## config.mk

```make
export PLATFORM = sky130hd
export DESIGN_NAME = spi_arbiter
export DESIGN_NICKNAME = d
export VERILOG_FILES = /design/src/rtl/spi_pkg.sv /design/src/rtl/rr_pick.sv /design/src/rtl/spi_arbiter.sv
export SDC_FILE = /design/constraint.sdc
export NUM_CORES = 1
export LEC_CHECK = 0
export CORE_MARGIN = 3
export CORE_UTILIZATION = 45
export CTS_CLUSTER_DIAMETER = 40
export DETAILED_ROUTE_END_ITERATION = 8
export GPL_ROUTABILITY_DRIVEN = 1
export PLACE_DENSITY = 0.9
export SLEW_MARGIN = 40
export SYNTH_ARGS = -nofsm -noshare
export SYNTH_HDL_FRONTEND = slang
export SYNTH_SLANG_ARGS = --single-unit
```

## constraint.sdc

```tcl
create_clock -name clk -period 3.35 [get_ports clk]
set_input_delay 1.005 -clock clk [delete_from_list [all_inputs] [get_ports clk]]
set_output_delay 1.005 -clock clk [all_outputs]
set_load 0.05 [all_outputs]
```

## src/rtl/spi_pkg.sv

```systemverilog
// Shared SPI subsystem constants: arbiter FSM encoding and default byte/gap timing.
package spi_pkg;

  // Arbiter FSM state encoding
  localparam logic [1:0] ST_IDLE = 2'd0;
  localparam logic [1:0] ST_XFER = 2'd1;
  localparam logic [1:0] ST_DONE = 2'd2;
  localparam logic [1:0] ST_GAP  = 2'd3;

  // clk cycles the start level is held for one full byte on SPImaster
  localparam int unsigned DEFAULT_BYTE_CYCLES = 20;
  // idle clk cycles between transactions with both starts low
  localparam int unsigned DEFAULT_GAP_CYCLES  = 2;

endpackage

```

## src/rtl/rr_pick.sv

```systemverilog
// Combinational round-robin pick: first set request at or after ptr, wrapping modulo N.
module rr_pick #(
  parameter int unsigned N  = 4,
  parameter int unsigned IW = (N > 1) ? $clog2(N) : 1
) (
  input  logic [N-1:0]  req,
  input  logic [IW-1:0] ptr,
  output logic [N-1:0]  win,
  output logic [IW-1:0] idx
);

  logic [2*N-1:0] dbl;
  logic           found;
  int unsigned    off;

  // Rotate requests so bit 0 sits at ptr, then take the lowest set bit as the offset.
  always_comb begin
    dbl   = {req, req} >> ptr;
    found = 1'b0;
    off   = 0;
    for (int unsigned k = 0; k < N; k++) begin
      if (!found && dbl[k]) begin
        found = 1'b1;
        off   = k;
      end
    end
  end

  // Map the rotated offset back to an absolute index and one-hot winner.
  always_comb begin
    int unsigned sum;
    sum = 32'(ptr) + off;
    if (sum >= N) begin
      sum = sum - N;
    end
    idx = IW'(sum);
    win = '0;
    for (int unsigned i = 0; i < N; i++) begin
      win[i] = found && (sum == i);
    end
  end

endmodule

```

## src/rtl/spi_arbiter.sv

```systemverilog
// Round-robin arbiter sharing one SPImaster between NREQ single-byte requesters.
// The master has no done flag, so each byte is timed with an internal counter.
module spi_arbiter
  import spi_pkg::*;
#(
  parameter int unsigned NREQ        = 4,
  parameter int unsigned BYTE_CYCLES = DEFAULT_BYTE_CYCLES,
  parameter int unsigned GAP_CYCLES  = DEFAULT_GAP_CYCLES
) (
  input  logic              clk,
  input  logic              rst,
  input  logic [NREQ-1:0]   req,
  input  logic [NREQ-1:0]   is_read,
  input  logic [8*NREQ-1:0] wdata,
  output logic [NREQ-1:0]   ack,
  output logic [7:0]        rdata,
  output logic [NREQ-1:0]   grant,
  output logic              busy,
  output logic              spi_start_tx,
  output logic              spi_start_rx,
  output logic [7:0]        spi_data_tx,
  input  logic [7:0]        spi_data_rx
);

  localparam int unsigned IW      = (NREQ > 1) ? $clog2(NREQ) : 1;
  localparam int unsigned CNT_MAX = (BYTE_CYCLES > GAP_CYCLES) ? BYTE_CYCLES : GAP_CYCLES;
  // Counter only ever holds values up to CNT_MAX-1.
  localparam int unsigned CW      = (CNT_MAX > 1) ? $clog2(CNT_MAX) : 1;

  logic [1:0]      state_q, state_d;
  logic [CW-1:0]   cnt_q, cnt_d;
  logic [IW-1:0]   ptr_q, ptr_d;
  logic [IW-1:0]   idx_q, idx_d;
  logic [NREQ-1:0] grant_q, grant_d;
  logic            op_q, op_d;
  logic [7:0]      data_tx_q, data_tx_d;
  logic [7:0]      rdata_q, rdata_d;

  logic [NREQ-1:0] pick_win;
  logic [IW-1:0]   pick_idx;

  rr_pick #(
    .N  (NREQ),
    .IW (IW)
  ) u_rr_pick (
    .req (req),
    .ptr (ptr_q),
    .win (pick_win),
    .idx (pick_idx)
  );

  // Next-state logic for the transaction sequencer.
  always_comb begin
    state_d   = state_q;
    cnt_d     = cnt_q;
    ptr_d     = ptr_q;
    idx_d     = idx_q;
    grant_d   = grant_q;
    op_d      = op_q;
    data_tx_d = data_tx_q;
    rdata_d   = rdata_q;
    case (state_q)
      ST_IDLE: begin
        if (|req) begin
          grant_d   = pick_win;
          idx_d     = pick_idx;
          op_d      = is_read[pick_idx];
          data_tx_d = wdata[{pick_idx, 3'b000} +: 8];
          cnt_d     = CW'(BYTE_CYCLES - 1);
          state_d   = ST_XFER;
        end
      end
      ST_XFER: begin
        if (cnt_q == '0) begin
          // Capture on entry to DONE so rdata is already valid in the ack cycle.
          rdata_d = spi_data_rx;
          state_d = ST_DONE;
        end else begin
          cnt_d = cnt_q - CW'(1);
        end
      end
      ST_DONE: begin
        ptr_d   = (idx_q == IW'(NREQ - 1)) ? '0 : idx_q + IW'(1);
        cnt_d   = CW'(GAP_CYCLES - 1);
        state_d = ST_GAP;
      end
      ST_GAP: begin
        if (cnt_q == '0) begin
          grant_d = '0;
          state_d = ST_IDLE;
        end else begin
          cnt_d = cnt_q - CW'(1);
        end
      end
      default: begin
        grant_d = '0;
        state_d = ST_IDLE;
      end
    endcase
  end

  // State registers; async reset discards any transaction in flight.
  always_ff @(posedge clk or posedge rst) begin
    if (rst) begin
      state_q   <= ST_IDLE;
      cnt_q     <= '0;
      ptr_q     <= '0;
      idx_q     <= '0;
      grant_q   <= '0;
      op_q      <= 1'b0;
      data_tx_q <= '0;
      rdata_q   <= '0;
    end else begin
      state_q   <= state_d;
      cnt_q     <= cnt_d;
      ptr_q     <= ptr_d;
      idx_q     <= idx_d;
      grant_q   <= grant_d;
      op_q      <= op_d;
      data_tx_q <= data_tx_d;
      rdata_q   <= rdata_d;
    end
  end

  // Outputs decoded from registered state so reset clears them at once.
  always_comb begin
    ack          = (state_q == ST_DONE) ? grant_q : '0;
    busy         = (state_q != ST_IDLE);
    spi_start_rx = (state_q == ST_XFER) && op_q;
    spi_start_tx = (state_q == ST_XFER) && !op_q;
    grant        = grant_q;
    spi_data_tx  = data_tx_q;
    rdata        = rdata_q;
  end

endmodule
```

# Word-level counts from Yosys, hierarchy flattened
# Index checks and enable logic that the tools add are counted.
op_classes:
  add_sub_neg: 4
  order_cmp: 2
  n_eq_ne: 11
  shifts: 2
  mux: 22
  n_reduce_logical: 25
ops:
  columns: ["op", "count"]
  rows:
  - ["equality test 32 x 2 -> 1 bit (second input constant)", 2]
  - ["equality test 32 x 1 -> 1 bit (second input constant)", 1]
  - [">= comparator 32 x 3 -> 1 bit (second input constant)", 1]
  - ["logical NOT 32 bit", 1]
  - ["two-way mux 32 bit", 1]
  - ["variable part select 32 x 6 -> 8 bit", 1]
  - ["subtractor 32 x 3 -> 32 bit (second input constant)", 1]
  - ["one-hot mux 5 bit (3 select lines)", 1]
  - ["two-way mux 2 bit", 6]
  - ["two-way mux 4 bit", 3]
  - ["two-way mux 5 bit", 2]
  - ["logical AND 1 bit", 9]
  - ["!= test 2 bit (second input constant)", 4]
  - ["one-hot mux 2 bit (4 select lines)", 1]
  - ["one-hot mux 4 bit (2 select lines)", 1]
  - ["right shift 8 x 2 -> 4 bit", 1]
  - ["equality test 2 bit (second input constant)", 3]
  - ["two-way mux 1 bit", 6]
  - ["AND reduction 2 bit", 3]
  - ["AND reduction 3 bit", 2]
  - ["logical NOT 5 bit", 1]
  - ["subtractor 5 x 1 -> 5 bit (second input constant)", 1]
  - ["logical NOT 1 bit", 4]
  - ["nonzero test 2 bit", 2]
  - ["8 further kinds", 8]
totals:
  ff_bits: 32
  input_bits: 50
  out_inout_bits: 27
  elab_cells: 74

# Logic depth before layout (Yosys ltp)
depth:
  depth_word: 18
  depth_mapped: 11
  mapped_depth_nobuf: 10

# Modules after synthesis
# Synthesis repeated with hierarchy kept, for this count alone.
hier_totals:
  hier_cells: 172
  area_unflattened_um2: 2001.9
by_module_without_submodules:
  columns: ["module", "instances", "cells_per_inst", "area_each_um2", "seq_area_each_um2"]
  rows:
  - ["spi_arbiter", 1, 133, 1730.4, 800.8]
  - ["rr_pick", 1, 39, 271.5, 0.0]

# Least setup slack after synthesis
# No wires, ideal clock.
synth_timing:
  path_kind: "input to register"
  startpoint: "in req[0]"
  endpoint: "reg op_q"
  setup_ns: 0.132
  arrival_time_ns: 2.866
  required_time_ns: 3.218
  slack_ns: 0.352
  path_stages: 10
  path_buffers: 1
  cell_sequence: "buf_6 -> nor2_1 -> a221oi_1 -> a21oi_1 -> a211o_1 -> ha_1 -> xor2_1 -> nand4_2 -> a221oi_1 -> o31ai_1"
synth_between:
  elab_chain_len: 16
  word_cells_on_any_way: 21
  cone_classes: "add/sub (2); order compare (1); shift (1); mux (9); reduce/logical (8)"
synth_lines:
  columns: ["item", "line_no", "text"]
  rows:
  - ["start: declaration", "spi_arbiter.sv:12", "input logic [NREQ-1:0] req,"]
  - ["right shift 8 x 2 -> 4 bit", "rr_pick.sv:18", "dbl = {req, req} >> ptr;"]
  - ["two-way mux 1 bit", "rr_pick.sv:22", "if (!found && dbl[k]) begin"]
  - ["logical NOT 1 bit", "rr_pick.sv:22", null]
  - ["logical AND 1 bit", "rr_pick.sv:22", null]
  - ["two-way mux 1 bit", "rr_pick.sv:22", null]
  - ["logical NOT 1 bit", "rr_pick.sv:22", null]
  - ["logical AND 1 bit", "rr_pick.sv:22", null]
  - ["two-way mux 1 bit", "rr_pick.sv:22", null]
  - ["logical NOT 1 bit", "rr_pick.sv:22", null]
  - ["logical AND 1 bit", "rr_pick.sv:22", null]
  - ["two-way mux 2 bit", "rr_pick.sv:22", null]
  - ["adder 2 x 2 -> 3 bit", "rr_pick.sv:32", "sum = 32'(ptr) + off;"]
  - ["subtractor 32 x 3 -> 32 bit / >= comparator 32 x 3 -> 1 bit (equally long branches)", "rr_pick.sv:34, rr_pick.sv:33", null]
  - ["two-way mux 32 bit", "rr_pick.sv:33", "if (sum >= N) begin"]
  - ["binary-select mux 1 bit (select 2 bit)", "spi_arbiter.sv:67", "op_d = is_read[pick_idx];"]
  - ["two-way mux 1 bit (not written as such)", "spi_arbiter.sv:67", null]
  - ["end signal: assignment", "spi_arbiter.sv:119", "op_q <= op_d;"]
  - ["end: declaration", "spi_arbiter.sv:35", "logic op_q, op_d;"]
# Parallel ways exist; a longest one is shown, timed or not. The select of a mux whose other input is x is not followed.
# A chain may end at the register's enable or synchronous reset.

# Worst setup path in the final report
layout_timing:
  startpoint: "in req[0]"
  endpoint: "reg data_tx_q[6], in the netlist spi_data_tx[6]"
layout_between:
  elab_chain_len: 15
  word_cells_on_any_way: 20
  cone_classes: "add/sub (2); order compare (1); shift (2); mux (7); reduce/logical (8)"
layout_lines:
  columns: ["item", "line_no", "text"]
  rows:
  - ["right shift 8 x 2 -> 4 bit (*)", "rr_pick.sv:18", null]
  - ["two-way mux 1 bit", "rr_pick.sv:22", null]
  - ["logical NOT 1 bit", "rr_pick.sv:22", null]
  - ["logical AND 1 bit", "rr_pick.sv:22", null]
  - ["two-way mux 1 bit", "rr_pick.sv:22", null]
  - ["logical NOT 1 bit", "rr_pick.sv:22", null]
  - ["logical AND 1 bit", "rr_pick.sv:22", null]
  - ["two-way mux 1 bit", "rr_pick.sv:22", null]
  - ["logical NOT 1 bit", "rr_pick.sv:22", null]
  - ["logical AND 1 bit", "rr_pick.sv:22", null]
  - ["two-way mux 2 bit (*)", "rr_pick.sv:22", null]
  - ["adder 2 x 2 -> 3 bit (*)", "rr_pick.sv:32", null]
  - ["subtractor 32 x 3 -> 32 bit / >= comparator 32 x 3 -> 1 bit (equally long branches)", "rr_pick.sv:34, rr_pick.sv:33", null]
  - ["two-way mux 32 bit (*)", "rr_pick.sv:33", null]
  - ["net pick_idx[0]", "spi_arbiter.sv:40", "logic [IW-1:0] pick_idx;"]
  - ["variable part select 32 x 6 -> 8 bit (*)", "spi_arbiter.sv:68", "data_tx_d = wdata[{pick_idx, 3'b000} +: 8];"]
  - ["end signal: assignment", "spi_arbiter.sv:120", "data_tx_q <= data_tx_d;"]
  - ["end: declaration", "spi_arbiter.sv:36", "logic [7:0] data_tx_q, data_tx_d;"]
# The timed path passes the listed nets; every way through them passes the cells marked *.

==> metrics.txt <==
status finished clean; clock sink total 32; synth warn 0; Post-DRT Antenna Nets 0; Placer Congestion around 0.83; Die Wd ~75 µm; H-Tree Depth 2; Seq pwr share 0.190; CP Max Fanout 29; slowest cell on the critical path clkdlybuf4s50_1; placed wire-length estimate slightly above 4000 µm; fin cells ~360; initial antenna violation count 0; synth cell count leaders dfrtp_1 (32), nand2_1 (24), and2b_2 (19), mux2_2 (12), nor2_1 (11); Layout Utilization 0.7417; Setup CP Type input port to flip-flop; cell area after placement about 3100 µm²; Die ar. ~5700 µm²; dpl cells between 300 and 400; core region area 4504 µm²; max-cap violations 0; number of flops mapped to enable cells by yosys 0; most frequent cell after synthesis dfrtp_1; HP Class flip-flop to flip-flop; Comb pwr share 0.716; count of final setup violators 0; Worst-Margin Slew about 0.66 ns; crit path cell chain clkdlybuf4s50_1 > nor2_1 > a221oi_1 > a21oi_1 > a211o_1 > ha_2 > buf_12 > and2b_2 > a2111oi_1 > o31ai_1; Synth cell types 48; Area growth syn-to-layout 54.87%; #FFs+latches synth 32; DRC violations left 0; CP arrival 3.38 ns; FMAX 311.3 MHz; initial DRC count 110; most common flop cell mapped by yosys dfrtp_1; Switching Fraction 0.4777; relative slew slack 0.5627; Lkg Pwr around 1.4 nW; GR Util All Layers 0.1999; pin count of the biggest net entering global routing 30; gr ovfl total 0; Root Buffer clkbuf_8; top cells by area, synth dfrtp_1 (37%), and2b_2 (7.7%), mux2_2 (6.3%); max-slew violations 0; syn_area_per_cell around 10 µm²; post-DR wirelength/cell roughly 16 µm; layout cell share with drive strength beyond 1 0.2885; clock buffer depth 2; FFs w/ async S/R, synth 1.000; final hold viol count 0; ant diodes 0; CTS tree done; crit end category flip-flop; Worst EP required between 3 and 4 ns; synthesized instance count 213; Worst-path clk slew roughly 0.070 ns; critical path startpoint category input port; 1st-pass router iterations 4; vias in the first global route 1922; post-route cell area around 3300 µm²; NumNets Final 370; fin crit period roughly 3.2 ns; Overall Power around 3.9 mW; # port buffers between 70 and 80; max incr delay on CP around 0.48 ns; P_sw about 1.9 mW; Vert. Die Dim between 70 and 80 µm; via count ~2000; pwr/cell area about 1200 nW/µm²; global-route wire length before repair 8721 µm; Std-Cell Rows 24; post-synth net total about 270; IO Count between 70 and 80; Final Cycle Share 0.9589; Post-Route Skew 0.002583 ns; power share of the clock group 0.094; Num CTS Buffers 5; starting density of the core 0.4789; internal power ~2.1 mW; via-per-instance ratio around 5.6; Post-Route WL about 5700 µm; area share of the leading cell type in the synthesized netlist 0.3712; leading area contributor after synthesis dfrtp_1; hold_buf cts 0; register area share after synthesis 0.3712; Synth Cell Area about 2200 µm²; insertion delay to the later sink of the worst-skew pair 0.29 ns; maximum resistive drop on vdd between 0.8 and 0.9 mV
-- state kept, by name, indices dropped and copies added, names as in the netlist --
| signal | flops |
|---|---|
| spi_data_tx | 8 |
| idx_q | 2 |
| op_q | 1 |
| state_q | 2 |
| rdata | 8 |
| ptr_q | 2 |
| cnt_q | 5 |
| grant | 4 |
-- area by class of cell --
type / count / area [µm²]
Fill cell: 299 / 1164
Multi-Input combinational cell: 164 / 1368
Clock buffer: 5 / 68.82
Timing Repair Buffer: 100 / 965.9
Clock inverter: 3 / 42.54
Inverter: 8 / 30.03
Sequential cell: 32 / 800.8
Tap cell: 52 / 65.06
-- per-stage QoR --
stage / hold slack, ns / setup TNS, ns / setup WS [ns]
floorplan: 0.4596 / 0 / 0.3525
global placement: 0.4593 / -1.612 / -0.2315
detailed placement: 0.4749 / -2.452 / -0.2696
CTS: 0.4907 / 0 / 0.03544
global route: 0.5134 / -0.04786 / -0.02884
finish: 0.4891 / 0 / 0.1378
-- final timing paths --
check	startpoint	endpoint	slack [ns]	cells past startpoint
worst max-delay path	req[0]	spi_data_tx[6]	0.14	10
worst min-delay path	spi_data_tx[5]	spi_data_tx[5]	0.49	2
worst max register to register	ptr_q[0]	spi_data_tx[6]	0.75	9
worst min register to register	spi_data_tx[5]	spi_data_tx[5]	0.49	2
max in group asynchronous	rst	grant[0]	1.68	3
min in group asynchronous	rst	cnt_q[4]	1.10	2
-- layout by cell type (no fill, tap or decap), types with 2 or more instances in the layout --
cell type and instances:
dfrtp_1 32, nand2_1 24, mux2_2 12, inv_1 8
a221oi_1 2, o21ai_1 5, clkbuf_8 5, buf_12 2
nor2b_1 3, a221oi_2 8, o21ai_0 8, a22o_1 2
and2_1 5, clkdlybuf4s50_1 76, a2111oi_2 7, ha_1 8
nor2_1 11, and2b_2 19, o31ai_1 9, a21oi_1 9
buf_4 22, nor3_1 5
-- power by group through the flow --
| stage | sequential [mW] | combinational (mW) | clock [mW] |
|---|---|---|---|
| floorplan | 1.09 | 1.37 | 0 |
| global placement | 0.733 | 2.42 | 0 |
| detailed placement | 0.747 | 2.49 | 0 |
| CTS | 0.743 | 2.50 | 0.377 |
| global route | 0.776 | 3.02 | 0.389 |
| finish | 0.747 | 2.82 | 0.371 |
-- layer usage --
metal	track usage	wire length, µm	share of wire
met1	0.2598	2402	0.42
met2	0.3172	2899	0.51
met3	0.04539	324	0.057
met4	0.09126	82	0.014
met5	0	0	0
-- timing repair --
item / CTS / global route
buffers inserted: 0 / 2
setup endpoints to repair: 0 / 11
gates resized for setup: 0 / 20
endpoints found under the hold margin: 0 / 0
-- logic make-up after synthesis --
kind of cell / synth area share
flops: 0.3712
compound gates: 0.2175
simple gates: 0.2326
xor+xnor: 0.008122
fa+ha+maj: 0.05221
buf+inv: 0.05105
mux: 0.06729
-- critical path: cells and delay by family --
family                     cells  cell delay (ns)
adders and majority gates      1             0.38
AOI/OAI and AO/OA              5             1.05
buffers and inverters          2             0.66
and+or+nand+nor                2             0.29
Power figures use the tool's default switching activity.
